`src/rtl/extender.sv`:
```
// Immediate extender: rotated, load/store and branch immediates,
// registered onto ext_data one cycle after sampling.
module extender (
  input  logic        clk,
  input  logic        rst_n,
  input  logic [23:0] instruction,
  input  logic [1:0]  imm_type,
  output logic [31:0] ext_data
);

  typedef enum logic [1:0] {
    IMM_ROT  = 2'b00,
    IMM_LS   = 2'b01,
    IMM_BR   = 2'b10,
    IMM_RSVD = 2'b11
  } imm_type_e;

  imm_type_e   sel;
  logic [7:0]  imm8;
  logic [3:0]  rot;
  logic [4:0]  shamt;
  logic [31:0] rot_src;
  logic [63:0] rot_dbl;
  logic [31:0] rot_imm;
  logic [31:0] ls_imm;
  logic [31:0] br_imm;
  logic [31:0] ext_data_d;
  logic [31:0] ext_data_q;

  assign sel   = imm_type_e'(imm_type);
  assign imm8  = instruction[7:0];
  assign rot   = instruction[11:8];
  assign shamt = {rot, 1'b0};

  // Doubled word makes the circular rotate a plain right shift.
  always_comb begin
    rot_src = {24'b0, imm8};
    rot_dbl = {rot_src, rot_src} >> shamt;
    rot_imm = rot_dbl[31:0];
  end

  assign ls_imm = {20'b0, instruction[11:0]};
  assign br_imm = {{6{instruction[23]}}, instruction, 2'b00};

  always_comb begin
    ext_data_d = 32'h0;
    unique case (sel)
      IMM_ROT:  ext_data_d = rot_imm;
      IMM_LS:   ext_data_d = ls_imm;
      IMM_BR:   ext_data_d = br_imm;
      IMM_RSVD: ext_data_d = 32'h0;
      default:  ext_data_d = 32'h0;
    endcase
  end

  always_ff @(posedge clk or negedge rst_n) begin
    if (!rst_n) begin
      ext_data_q <= 32'h0;
    end else begin
      ext_data_q <= ext_data_d;
    end
  end

  assign ext_data = ext_data_q;

endmodule

```
`config.mk`:
```
export PLATFORM = sky130hd
export DESIGN_NAME = extender
export DESIGN_NICKNAME = d
export VERILOG_FILES = /design/src/rtl/extender.sv
export SDC_FILE = /design/constraint.sdc
export NUM_CORES = 1
export LEC_CHECK = 0
export BUFFER_PORTS_ARGS = -buffer_cell sky130_fd_sc_hd__buf_2
export CAP_MARGIN = 20
export CORE_ASPECT_RATIO = 0.8
export CORE_MARGIN = 4
export CORE_UTILIZATION = 52
export CTS_CLUSTER_DIAMETER = 100
export CTS_CLUSTER_SIZE = 10
export DETAILED_ROUTE_END_ITERATION = 6
export MAX_ROUTING_LAYER = met4
export PLACE_DENSITY = 0.84
export SKIP_LAST_GASP = 1
export SLEW_MARGIN = 20
export SYNTH_ARGS = -nofsm -noshare
export SYNTH_HDL_FRONTEND = slang
export SYNTH_SLANG_ARGS = --single-unit
```
`constraint.sdc`:
```
create_clock -name clk -period 0.8 [get_ports clk]
set_input_delay 0.04 -clock clk [delete_from_list [all_inputs] [get_ports clk]]
set_output_delay 0.04 -clock clk [all_outputs]
set_load 0.02 [all_outputs]
```
==> results of run 1 <==
-- cell families after synthesis --
| kind of cell | after synthesis | synth area share (%) |
|---|---|---|
| and+or+nand+nor | 50 | 17.7 |
| DFF | 32 | 49.8 |
| AOI/OAI and AO/OA | 49 | 22.0 |
| muxes | 11 | 7.17 |
| buffers and inverters | 10 | 3.27 |
-- stage by stage --
stage / setup slack, ns / util (%) / setup TNS [ns] / hold slack (ns) / cells
floorplan: -0.128 / - / -2.20 / -0.256 / 152
global placement: -0.446 / 76.7 / -10.32 / -0.0631 / 272
CTS: -0.0736 / 94.2 / -1.14 / 0.00416 / 296
detailed placement: -0.537 / 76.7 / -13.62 / -0.0417 / 272
-- timing repair --
| item | 4_1_cts |
|---|---|
| endpoints found under the setup margin | 64 |
| buffers inserted | 6 |
| hold buffers | 10 |
| hold endpoints to repair | 41 |
| pin swaps | 5 |
| resized for setup | 79 |
==> qor.yml, run 1 <==
synth:
  synth_nets: 180
  synth_area_leaders: "dfrtp_1 50%, o221ai_1 5.5%, o21ai_0 5.0%"
  synth-main-ff-cell: "dfrtp_1"
  synth_cells: 152
  avgSynthCellArea_sq_um: 10.6
  synth_most_common_cell: "dfrtp_1"
  yosysSeqAreaShare_pct: 49.8
  synth_cell_types: 32
  synth_top_cell_by_area: "dfrtp_1"
  yosys-top-cells-count: "32 x dfrtp_1, 17 x nand2_1, 16 x o21ai_0"
  synthArstFlopShare_pct: 100
  ys_ff_latch: 32
  synth_top_area_share_pct: 49.8
  synth_warnings: 0
  synthesis.area_sq_um: 1610
  synth_edf_count: 0
place:
  portBuffers: 59
  place_area_sq_um: 2190
  dp_hpwl_mm: 4.20
  place.gp.congestion: 0.989
floorplan:
  io_pins: 60
  initial_utilization_pct: 56.4
  fp.dieH_microns: 57.7
  rows: 17
  die_x_microns: 70.1
global_routing:
  grt_max_degree: 21
clock_network:
  clock-sinks: 32
  cts_buffers: 5
  h-tree-depth: 2
  clockRootBuffer: "clkbuf_8"
  clk_path_buf_depth: 2
sta:
  worst-ep-kind: "output port"
  worst_endpoint: "ext_data[2]"
status:
  stop_stage: "5_1_grt"
  error_line: "[ERROR DPL-0038] Utilization greater than 100%, impossible to legalize"
  run_status: "aborted with a tool error"
==> run 2, diff against run 1 <==
--- a/config.mk
+++ b/config.mk
@@ -7,14 +7,10 @@
 export LEC_CHECK = 0
 export BUFFER_PORTS_ARGS = -buffer_cell sky130_fd_sc_hd__buf_2
 export CAP_MARGIN = 20
-export CORE_ASPECT_RATIO = 0.8
 export CORE_MARGIN = 4
-export CORE_UTILIZATION = 52
-export CTS_CLUSTER_DIAMETER = 100
-export CTS_CLUSTER_SIZE = 10
+export CORE_UTILIZATION = 40
 export DETAILED_ROUTE_END_ITERATION = 6
-export MAX_ROUTING_LAYER = met4
-export PLACE_DENSITY = 0.84
+export PLACE_DENSITY_LB_ADDON = 0.15
 export SKIP_LAST_GASP = 1
 export SLEW_MARGIN = 20
 export SYNTH_ARGS = -nofsm -noshare
==> qor.yml, run 2 <==
status:
  run_status: "complete, but fails checks"
  violations: "negative setup slack"
synth:
  synth_edf_count: 0
  synth-main-ff-cell: "dfrtp_1"
  synth_nets: 180
  ys_ff_latch: 32
  synth_top_area_share_pct: 49.8
  synth_cells: 152
  avgSynthCellArea_sq_um: 10.6
  synth_cell_types: 32
  synth_warnings: 0
  synth_area_leaders: "dfrtp_1 50%, o221ai_1 5.5%, o21ai_0 5.0%"
  synthesis.area_sq_um: 1610
  yosys-top-cells-count: "32 x dfrtp_1, 17 x nand2_1, 16 x o21ai_0"
  synthArstFlopShare_pct: 100
  yosysSeqAreaShare_pct: 49.8
  synth_most_common_cell: "dfrtp_1"
  synth_top_cell_by_area: "dfrtp_1"
drt:
  route.met3.wl_microns: 443
  vias_per_cell: 5.61
  routedLengthMet1_mm: 2.27
  drc: 0
  wl_met2_mm: 2.84
  ant_nets: 0
  wl_mm: 5.66
  topRoutingLayerUsed: "met4"
  wire_per_inst_microns: 18.4
  drt_iter0_markers: 176
  first_pass_iters: 5
  routed-via-count: 1729
layout:
  final_area_sq_um: 2780
  fin_cells: 308
  final.fill_count: 257
  fin_nets: 288
  final_cell_mix: "38 x buf_4, 35 x buf_6, 32 x dfrtp_1"
  multi_input_area_sq_um: 841
  post-route-util_pct: 73.7
  drive_above_1_share_pct: 49.6
  final_common_cell: "buf_4"
  syn2layout_area_growth_pct: 73.0
  regArea_sq_um: 801
  largest_register_ffs: 32
  diodes: 0
floorplan:
  io_pins: 60
  die_x_microns: 71.4
  rows: 22
  die_area_sq_um: 5090
  fp.coreArea_sq_um: 3770
  initial_utilization_pct: 42.6
  fp.dieH_microns: 71.4
place:
  place_area_sq_um: 2200
  dp_hpwl_mm: 3.70
  place.gp.congestion: 0.941
  portBuffers: 59
  placed_cells: 282
power_and_ir_drop:
  p_switching_w: 0.00120
  switching_share_pct: 28.0
  leakagePower_nw: 1.32
  pwr-share-clk_pct: 31.0
  pwr_density_cell_nw_per_um2: 1540
  seqPwrFrac_pct: 41.2
  cell_internal_pwr_w: 0.00309
  ir_worst_vdd_v: 0.000835
  pwr-share-comb_pct: 27.8
sta:
  fin_ws_ns: -0.0663
  fin_crit_ns: 0.866
  slew_violations: 0
  hold_viol_final: 0
  setup_viol: 35
  fmax_ghz: 1.15
  finalCritPeriodShare_pct: 108
  worstMarginPinSlew_ns: 0.553
  rsz0062_at_grt: "true"
  hold_slack_ns: 0.0504
  slew-limit-headroom_pct: 63.0
setup_path:
  critPathTopFamily: "flip-flops"
  cp_num_buf_inv: 1
  slowest_stage: "dfrtp_1"
  cp_max_fo: 1
  crit_required_ns: 0.76
  critPathLaunchType: "flop"
  crit_chain: "buf_6"
  critPathMaxStageDelay_ns: 0.40
  cp-end-kind: "output port"
  arrival_ns: 0.83
  worstSetupPathType: "reg -> out"
global_routing:
  grt_pass1_vias: 1617
  grt_usage_pct: 20.8
  grt_pass1_wl_mm: 8.13
  grt_max_degree: 33
  antenna_found_initial: 0
  overflow: 0
clock_network:
  cts_tree: "done"
  cts_buffers: 5
  clk_path_buf_depth: 2
  h-tree-depth: 2
  clockRootBuffer: "clkbuf_8"
  clkTransAtPathRegs_ns: 0.06
  clock-sinks: 32
worst_hold_path:
  holdCritPathClass: "in -> reg"
run:
  cap_violations: 0
-- run 2: per-layer routing --
layer,vias up,GRT usage (%)
met5,-,0
met4,0,7.52
met3,9,4.21
met2,93,34.1
met1,833,27.1
li1,794,-
-- run 2: layout make-up --
cell class / instances / area share [%]
Sequential cell: 32 / 28.8
Inverter: 1 / 0.135
Tap cell: 48 / 2.16
Multi-Input combinational cell: 110 / 30.3
Timing Repair Buffer: 110 / 35.2
Clock buffer: 7 / 3.47
-- run 2: power groups by stage --
stage | registers [W] | clock network, W | logic (W)
2_1_floorplan | 0.00191 | 0 | 0.000344
3_3_place_gp | 0.00176 | 0 | 0.000894
3_5_place_dp | 0.00177 | 0 | 0.000912
4_1_cts | 0.00177 | 0.00134 | 0.00110
5_1_grt | 0.00178 | 0.00142 | 0.00126
6_report | 0.00177 | 0.00133 | 0.00119
-- run 2: logic make-up (layout without fill, tap and decap cells) --
logic type	Yosys count	count (layout)	synth area share (%)
and+or+nand+nor	50	50	17.7
AOI/OAI and AO/OA	49	49	22.0
DFF	32	32	49.8
muxes	11	11	7.17
buffers and inverters	10	118	3.27
-- run 2: worst paths after layout --
check,startpoint,to,depth (start not counted)
max,ext_data[22]$_DFF_PN0_,ext_data[22],1
max in group asynchronous,rst_n,ext_data[21]$_DFF_PN0_,3
min,instruction[1],ext_data[1]$_DFF_PN0_,3
min in group asynchronous,rst_n,ext_data[22]$_DFF_PN0_,3
-- run 2: through the flow --
stage,TNS (ns),setup WS [ns],power [W]
finish,-1.06,-0.0663,0.00429
global route,-2.02,-0.0838,0.00446
CTS,-1.08,-0.0694,0.00420
detailed placement,-11.51,-0.425,0.00268
global placement,-10.63,-0.423,0.00266
floorplan,-2.20,-0.128,0.00225
-- run 2: timing repair --
action,4_1_cts,5_1_grt
buffers inserted,1,5
hold buffers,12,0
gates cloned,0,1
pin swaps,5,8
setup endpoints to repair,60,52
hold endpoints to repair,43,0
resized for setup,73,19
(Power assumes the default switching activity.)
